<file path="src/rtl/apb_req_arbiter.sv">
// Round-robin scheduler sharing one APB master among NUM_REQ requesters.
// One transfer outstanding at a time; response is returned to the granted requester.
module apb_req_arbiter #(
   parameter int NUM_REQ    = 4,
   parameter int ADDR_WIDTH = 32,
   parameter int DATA_WIDTH = 32,
   parameter int HANG_LIMIT = 64
) (
   input  logic                          pclk,
   input  logic                          presetn,
   input  logic [NUM_REQ-1:0]            req_valid,
   input  logic [NUM_REQ-1:0]            req_write,
   input  logic [NUM_REQ*ADDR_WIDTH-1:0] req_addr,
   input  logic [NUM_REQ*DATA_WIDTH-1:0] req_wdata,
   output logic [NUM_REQ-1:0]            req_ready,
   output logic [NUM_REQ-1:0]            rsp_valid,
   output logic [DATA_WIDTH-1:0]         rsp_rdata,
   output logic                          rsp_slverr,
   output logic                          transfer,
   output logic                          rd_wr,
   output logic [ADDR_WIDTH-1:0]         write_addr,
   output logic [ADDR_WIDTH-1:0]         read_addr,
   output logic [DATA_WIDTH-1:0]         write_data,
   input  logic                          pselx,
   input  logic                          penable,
   input  logic                          pready,
   input  logic                          pslverr,
   input  logic [DATA_WIDTH-1:0]         read_data,
   output logic                          busy,
   output logic                          hang
);
   localparam int PW = (NUM_REQ > 1) ? $clog2(NUM_REQ) : 1;
   localparam int CW = $clog2(HANG_LIMIT + 1);

   localparam logic [1:0] ARB   = 2'd0;
   localparam logic [1:0] ISSUE = 2'd1;
   localparam logic [1:0] WAIT  = 2'd2;
   localparam logic [1:0] DONE  = 2'd3;

   typedef struct packed {
      logic                  wr;
      logic [ADDR_WIDTH-1:0] addr;
      logic [DATA_WIDTH-1:0] wdata;
   } cmd_t;

   logic [NUM_REQ-1:0][ADDR_WIDTH-1:0] addr_v;
   logic [NUM_REQ-1:0][DATA_WIDTH-1:0] wdata_v;

   logic [1:0]    state;
   logic [PW-1:0] rr_ptr;
   logic [PW-1:0] gnt_idx;
   logic [PW-1:0] sel_idx;
   logic [PW-1:0] cand;
   logic [PW-1:0] nxt_ptr;
   logic          sel_found;
   logic [CW-1:0] wait_cnt;
   logic          err;
   logic          cmpl;
   cmd_t          cmd_q;

   assign addr_v  = req_addr;
   assign wdata_v = req_wdata;

   assign cmpl       = pselx & penable & (pready | pslverr);
   assign busy       = (state != ARB);
   assign rd_wr      = cmd_q.wr;
   assign write_addr = cmd_q.addr;
   assign read_addr  = cmd_q.addr;
   assign write_data = cmd_q.wdata;
   assign nxt_ptr    = (sel_idx == PW'(NUM_REQ - 1)) ? '0 : sel_idx + PW'(1);

   // First valid requester at or after rr_ptr, wrapping around.
   always_comb begin
      sel_found = 1'b0;
      sel_idx   = '0;
      cand      = '0;
      req_ready = '0;
      for (int k = 0; k < NUM_REQ; k++) begin
         cand = PW'((int'(rr_ptr) + k) % NUM_REQ);
         if (!sel_found && req_valid[cand]) begin
            sel_found = 1'b1;
            sel_idx   = cand;
         end
      end
      if (presetn && (state == ARB) && sel_found)
         req_ready[sel_idx] = 1'b1;
   end

   always_ff @(posedge pclk or negedge presetn) begin
      if (!presetn) begin
         state      <= ARB;
         rr_ptr     <= '0;
         gnt_idx    <= '0;
         wait_cnt   <= '0;
         err        <= 1'b0;
         hang       <= 1'b0;
         transfer   <= 1'b0;
         cmd_q      <= '0;
         rsp_valid  <= '0;
         rsp_rdata  <= '0;
         rsp_slverr <= 1'b0;
      end else begin
         transfer  <= 1'b0;
         rsp_valid <= '0;
         case (state)
            ARB: if (sel_found) begin
               gnt_idx     <= sel_idx;
               rr_ptr      <= nxt_ptr;
               cmd_q.wr    <= req_write[sel_idx];
               cmd_q.addr  <= addr_v[sel_idx];
               cmd_q.wdata <= wdata_v[sel_idx];
               transfer    <= 1'b1;
               state       <= ISSUE;
            end
            ISSUE: begin
               wait_cnt <= '0;
               state    <= WAIT;
            end
            WAIT: begin
               if (cmpl) begin
                  err   <= pslverr;
                  state <= DONE;
               end else if (wait_cnt != CW'(HANG_LIMIT)) begin
                  wait_cnt <= wait_cnt + CW'(1);
                  // Sticky: the FSM keeps waiting, only reset clears it.
                  if (wait_cnt == CW'(HANG_LIMIT - 1))
                     hang <= 1'b1;
               end
            end
            DONE: begin
               rsp_valid[gnt_idx] <= 1'b1;
               rsp_rdata          <= cmd_q.wr ? '0 : read_data;
               rsp_slverr         <= err;
               state              <= ARB;
            end
            default: state <= ARB;
         endcase
      end
   end
endmodule
</file>
<file path="config.mk">
export PLATFORM = sky130hd
export DESIGN_NAME = apb_req_arbiter
export DESIGN_NICKNAME = d
export VERILOG_FILES = /design/src/rtl/apb_req_arbiter.sv
export SDC_FILE = /design/constraint.sdc
export NUM_CORES = 1
export LEC_CHECK = 0
export CAP_MARGIN = 20
export CELL_PAD_IN_SITES_DETAIL_PLACEMENT = 2
export CELL_PAD_IN_SITES_GLOBAL_PLACEMENT = 2
export CORE_MARGIN = 10
export CORE_UTILIZATION = 23
export DETAILED_ROUTE_END_ITERATION = 8
export HOLD_SLACK_MARGIN = 0.15
export PLACE_DENSITY = 0.89
export SYNTH_ARGS = -nofsm -noshare
export SYNTH_HDL_FRONTEND = slang
export SYNTH_SLANG_ARGS = --single-unit
</file>
<file path="constraint.sdc">
create_clock -name pclk -period 3.1 [get_ports pclk]
set_clock_uncertainty 0.05 [all_clocks]
set_input_delay 0.62 -clock pclk [delete_from_list [all_inputs] [get_ports pclk]]
set_output_delay 0.62 -clock pclk [all_outputs]
set_load 0.02 [all_outputs]
</file>
==> impl_metrics.csv, run 1 <==
group,metric,value,unit
finish,nNetsFinal,1471,
sta,finalSetupTns,0,ns
yosys,synth_ff_type,"dfrtp_1",
sta,maxSlewViolCount,0,
pwr,p_per_area,916,nW/µm²
routing,drc,0,
yosys,synth_edf_count,0,
grt,grt_overflow_total,0,
grt,antenna_found_initial,1,
grt,grt_pass1_vias,9401,
routing,wl_per_cell,25.6,µm
clock_network,clock_latency,0.41,ns
yosys,synth_area_leaders,"dfrtp_1, mux2i_1, a211o_1",
worst_setup_path,path_buf_inv,4,
worst_setup_path,cp_cell_sequence,"clkdlybuf4s50_1 -> nor3b_2 -> a211oi_2 -> or2_2 -> inv_1 -> buf_4 -> nor3_1 -> clkdlybuf4s15_1",
floorplanning,start_util,23.5,%
floorplanning,rows,65,
sta,slew_headroom,39.0,%
floorplanning,coreArea,31800,µm²
finish,drive_above_1_share,9.29,%
yosys,yosysUniqueCellTypes,48,
pwr,power,11.6,mW
sta,rsz0062_at_grt,"no",
pwr,power_leakage,5.09,nW
clock_network,cts_setup_buffers,0,
sta,finalCriticalPeriod,3.00,ns
worst_setup_path,cp_max_fo,3,
routing,first_iter_violations,377,
run,timing.max_cap.violations,0,
yosys,synth_nets,1087,
worst_setup_path,path_class,"input pin to output pin",
routing,first_pass_iters,4,
finish,areaGrowthSynthToFinish,70.2,%
clock_network,cts_root_buf,"clkbuf_16",
sta,setup_viol,0,
yosys,syn_inst,777,
yosys,yosysSeqAreaShare,39.5,%
routing,viasPerCell,5.03,
yosys,synth.top_cell.area_share,39.5,%
grt,grt_pass1_wl,61.6,mm
worst_setup_path,cp.arrival,2.33,ns
worst_setup_path,cp_top_family,"buffers and inverters",
grt,grt_start_max_net_pins,119,
worst_setup_path,ff2ff_setup_slack,0.52,ns
floorplanning,die-area,40100,µm²
sta,min_period_over_period,96.9,%
grt,grt_usage,19.8,%
place,place_congestion,0.799,
yosys,avgSynthCellArea,9.61,µm²
worst_setup_path,worstPathRequired,2.43,ns
clock_network,cts_htree_levels,4,
clock_network,clk_pin_slew,0.06,ns
clock_network,cts_buffer_depth,2,
routing,routed-via-count,8087,
yosys,syn_area,7470,µm²
yosys,ys_async_sr_fraction,100,%
yosys,ys_ff_latch,118,
status,outcome,"completed",
floorplanning,die_x,200,µm
floorplanning,die_h,200,µm
sta,hold_viol,0,
yosys,synth_top_area_cell,"dfrtp_1",
worst_setup_path,start_kind,"input pin",
routing,antenna_left,0,
yosys,yosysWarnings,0,
clock_network,cts.sinks,118,
place,hpwl,30.7,mm
worst_setup_path,critPathSlowestCell,"clkdlybuf4s50_1",
worst_setup_path,cp-end-kind,"output pin",
floorplanning,ioPinCount,443,
sta,worstMarginPinSlew,0.915,ns
worst_setup_path,max_stage_delay,0.53,ns
clock_network,cts_made_buffers,17,
place,io_buffers,442,
clock_network,cts_tree,"done",
hold_path,hold_class,"input pin to async pin",
sta,fmax,333,MHz
pwr,peakVddDrop,0.523,mV
routing,wl,41.1,mm
[flip-flops by register name, summed over array words and instances, names as in the netlist]
register    cells
hang            1
state           2
rd_wr           1
transfer        1
gnt_idx         2
rsp_rdata      32
wait_cnt        7
rsp_slverr      1
read_addr      32
rsp_valid       4
rr_ptr          2
write_data     32
err             1
[layer usage]
| metal | part of all wire, % | track usage [%] | vias to the layer above | wire, µm |
|---|---|---|---|---|
| met5 | 0 | 0 | - | 0 |
| met4 | 2.0 | 5.51 | 0 | 834 |
| met3 | 6.5 | 5.96 | 41 | 2680 |
| met2 | 51 | 35.1 | 306 | 21100 |
| met1 | 40 | 22.5 | 4124 | 16500 |
| li1 | - | - | 3616 | - |
[layout by cell type (no fill, tap or decap), types with 4 or more instances in the layout]
master             n
clkdlybuf4s50_1  435
dfrtp_1          118
nand2_1           75
mux2i_1           65
nor2_1            42
inv_1             39
nand4_1           38
o211ai_1          37
o31ai_1           37
o21ai_0           36
a211o_1           36
a211oi_1          35
and4_1            30
a211oi_2          25
buf_4             24
clkbuf_16         17
buf_12             8
ha_1               7
xor2_1             5
clkinvlp_4         5
nand3b_1           4
[where the power goes]
group	switching, mW	internal [mW]	leakage [nW]	total, mW
logic	3.87	2.96	3.37	6.83
registers	0.557	2.24	1.44	2.80
clock network	0.826	1.19	0.266	2.02
total	5.25	6.39	5.09	11.6
[synthesized netlist by cell type, types with 30 or more instances]
| master | instances |
|---|---|
| o211ai_1 | 37 |
| dfrtp_1 | 118 |
| mux2i_1 | 65 |
| o21ai_0 | 36 |
| and4_1 | 30 |
| nand2_1 | 75 |
| nor2_1 | 43 |
| a211o_1 | 36 |
| o31ai_1 | 37 |
| a211oi_1 | 35 |
| nand4_1 | 38 |
| buf_4 | 42 |
| inv_1 | 39 |
[kinds of logic (layout without fill, tap and decap cells)]
group                      count (synthesis)  after routing  share of synthesized area, %
AOI/OAI and AO/OA                        219            219                          23.2
buffers and inverters                    149            545                          11.3
muxes                                     67             67                          9.01
adders and majority gates                  8              8                          1.34
and+or+nand+nor                          211            211                          15.0
xor gates and xnor gates                   5              5                         0.586
other                                      0              1                             0
DFF                                      118            118                          39.5
[cell type report]
class	instances	area (µm²)
Antenna cell	1	2.50
Clock buffer	18	429
Clock inverter	13	150
Fill cell	3334	19100
Inverter	41	156
Multi-Input combinational cell	510	3740
Sequential cell	118	2950
Tap cell	435	544
Timing Repair Buffer	473	4740
[worst paths after layout]
kind                           startpoint              to  depth (start not counted)
hold reg to reg            write_data[20]  write_data[20]                          2
min in group pclk          write_data[20]  write_data[20]                          2
max in group asynchronous         presetn   read_addr[12]                          2
setup reg to reg                 state[0]   read_addr[12]                         10
setup / recovery             req_valid[1]    req_ready[1]                          8
hold / removal                    presetn      gnt_idx[1]                          2
[stage by stage]
| stage | util, % | setup slack [ns] | hold WS [ns] | instance area, µm² | std cells |
|---|---|---|---|---|---|
| 3_3_place_gp | 38.2 | -0.344 | 0.404 | 12100 | 1577 |
| 2_1_floorplan | - | 0.431 | 0.274 | 7470 | 777 |
| 6_report | 40.0 | 0.0954 | 0.319 | 12700 | 1609 |
| 4_1_cts | 40.0 | 0.000224 | 0.353 | 12700 | 1608 |
| 3_5_place_dp | 38.2 | -0.422 | 0.424 | 12100 | 1577 |
| 5_1_grt | 40.0 | 0.00196 | 0.358 | 12700 | 1609 |
[what timing repair did]
item | CTS | global route
endpoints found under the setup margin | 4 | 4
gates resized for setup | 11 | 5
hold buffers | 0 | 0
Power figures use the tool's default switching activity.
==> run 2, diff against run 1 <==
--- a/config.mk
+++ b/config.mk
@@ -12,7 +12,7 @@
 export CORE_UTILIZATION = 23
 export DETAILED_ROUTE_END_ITERATION = 8
 export HOLD_SLACK_MARGIN = 0.15
-export PLACE_DENSITY = 0.89
+export PLACE_DENSITY_LB_ADDON = 0.12
 export SYNTH_ARGS = -nofsm -noshare
 export SYNTH_HDL_FRONTEND = slang
 export SYNTH_SLANG_ARGS = --single-unit
==> impl_metrics.csv, run 2 (synthesized netlist as in run 1, its figures left out) <==
group,metric,value,unit
hold_path,hp-start,"err",
worst_setup_path,r2r_end,"rd_wr",
pwr,seq_power_share,23.7,%
clock_network,cts_tree,"done",
place,placed_area,12100,µm²
finish,multiInputGateArea,3720,µm²
run,timing.max_cap.violations,0,
hold_path,hold_class,"flop to flop",
hold_path,hold_depth,2,
clock_network,cts_setup_buffers,0,
grt,antenna_found_initial,5,
pwr,power_leakage,5.14,nW
sta,finalSetupTns,0,ns
floorplanning,coreArea,31800,µm²
clock_network,cts_htree_levels,4,
worst_setup_path,worstPathRequired,2.43,ns
place,io_buffers,442,
worst_setup_path,cp_cell_sequence,"clkdlybuf4s50_1 -> nor3b_2 -> a211oi_2 -> or2_2 -> inv_1 -> ha_1 -> and3_1 -> buf_4",
sta,maxSlewViolCount,0,
worst_setup_path,cp_max_fo,4,
floorplanning,start_util,23.5,%
sta,min_period_over_period,95.8,%
finish,final_util,40.2,%
pwr,p_int,6.51,mW
pwr,peakVddDrop,0.442,mV
worst_setup_path,worst-r2r-cell-count,7,
finish,finalNonFillerCells,1609,
grt,grt_overflow_total,0,
sta,fmax,337,MHz
pwr,combPwrFrac,58.1,%
pwr,pwr-share-clk,18.1,%
place,place_congestion,0.776,
routing,viasPerCell,4.85,
sta,hold_viol,0,
pwr,power,11.6,mW
finish,areaGrowthSynthToFinish,71.0,%
place,hpwl,29.3,mm
worst_setup_path,cp-end-kind,"output pin",
floorplanning,die_h,200,µm
routing,antenna_left,0,
sta,setup_slack,0.132,ns
grt,grt_start_max_net_pins,118,
sta,finalCriticalPeriod,2.97,ns
finish,mostFrequentLayoutCells,"clkdlybuf4s50_1, dfrtp_1, nand2_1",
sta,worstMarginPinSlew,0.709,ns
pwr,p_per_area,911,nW/µm²
clock_network,clk_pin_slew,0.06,ns
finish,n_fill_cell,3347,
place,post-place-ws,0.102,ns
sta,slew_headroom,52.8,%
pwr,p_sw,5.13,mW
worst_setup_path,path_buf_inv,3,
worst_setup_path,cp_top_family,"buffers and inverters",
worst_setup_path,critPathSlowestCell,"clkdlybuf4s50_1",
worst_setup_path,cp.depth,8,
routing,wl_per_cell,24.4,µm
finish,nNetsFinal,1465,
pwr,netSwitchingFraction,44.0,%
routing,routed-via-count,7799,
worst_setup_path,regToRegStartpoint,"rr_ptr[1]",
sta,hold_ws,0.422,ns
grt,grt_usage,19.0,%
floorplanning,rows,65,
floorplanning,die-area,40100,µm²
routing,wl,39.2,mm
sta,rsz0062_at_grt,"no",
clock_network,cts_root_buf,"clkbuf_16",
grt,grt_pass1_vias,8688,
finish,final_common_cell,"clkdlybuf4s50_1",
routing,first_pass_iters,4,
floorplanning,die_x,200,µm
grt,grt_pass1_wl,59.0,mm
clock_network,cts.sinks,118,
routing,drc,0,
worst_setup_path,ff2ff_setup_slack,0.78,ns
clock_network,cts_buffer_depth,2,
finish,drive_above_1_share,8.82,%
finish,ff_latch_area,2950,µm²
floorplanning,ioPinCount,443,
routing,first_iter_violations,321,
finish,final_cell_area,12800,µm²
hold_path,hold_path_end,"err",
worst_setup_path,path_class,"input pin to output pin",
clock_network,cts_made_buffers,17,
worst_setup_path,max_stage_delay,0.49,ns
status,outcome,"completed",
worst_setup_path,start_kind,"input pin",
worst_setup_path,cp.arrival,2.30,ns
sta,setup_viol,0,
clock_network,clock_latency,0.42,ns
place,place_inst,1570,
[run 2: cell count changes in the layout (fill, tap and decap cells not counted), sizes merged, moves of 2 or more]
cell	before	now
dlygate4sd2	2	0
buf	32	29
diode	1	6
clkinvlp	5	0
clkbuf	21	18
dlymetal6s2s	0	2
clkinv	3	9
[run 2: tightest hold or removal path, stage by stage (launching register included)]
cell and delay, ns:
dfrtp_1 0.34, nand2_1 0.05, nand2_1 0.05
[run 2: worst max-delay path by stage]
stage                       from           end
floorplan           req_valid[3]  req_ready[0]
global placement    req_valid[2]  req_ready[3]
detailed placement  req_valid[2]  req_ready[3]
CTS                 req_valid[3]  req_ready[3]
global route        req_valid[1]  req_ready[3]
finish              req_valid[1]  req_ready[3]
[run 2: cell type report]
cell class | instances | area share (%)
antenna | 6 | 0.118
timing repair buffer | 467 | 37.4
tap | 435 | 4.26
sequential | 118 | 23.1
multi-input combinational | 510 | 29.2
clock inverter | 14 | 1.37
inverter | 41 | 1.22
clock buffer | 18 | 3.36
[run 2: power groups by stage]
stage	clock (mW)	sequential (mW)	combinational (mW)
2_1_floorplan	0	3.40	3.24
3_3_place_gp	0	2.77	6.77
3_5_place_dp	0	2.80	6.88
4_1_cts	2.18	2.78	6.91
5_1_grt	2.24	2.86	7.34
6_report	2.11	2.76	6.77
[run 2: per-layer routing]
layer,routed length (µm),up-vias,global-route usage (%)
met5,12,-,0
met4,464,2,4.88
met3,2760,25,6.08
met2,19700,252,32.8
met1,16300,3914,22.2
li1,-,3606,-
[run 2: repair_timing]
action	CTS	global route
hold buffers	1	0
gates resized for setup	0	2
setup endpoints to repair	0	1
hold endpoints to repair	1	0
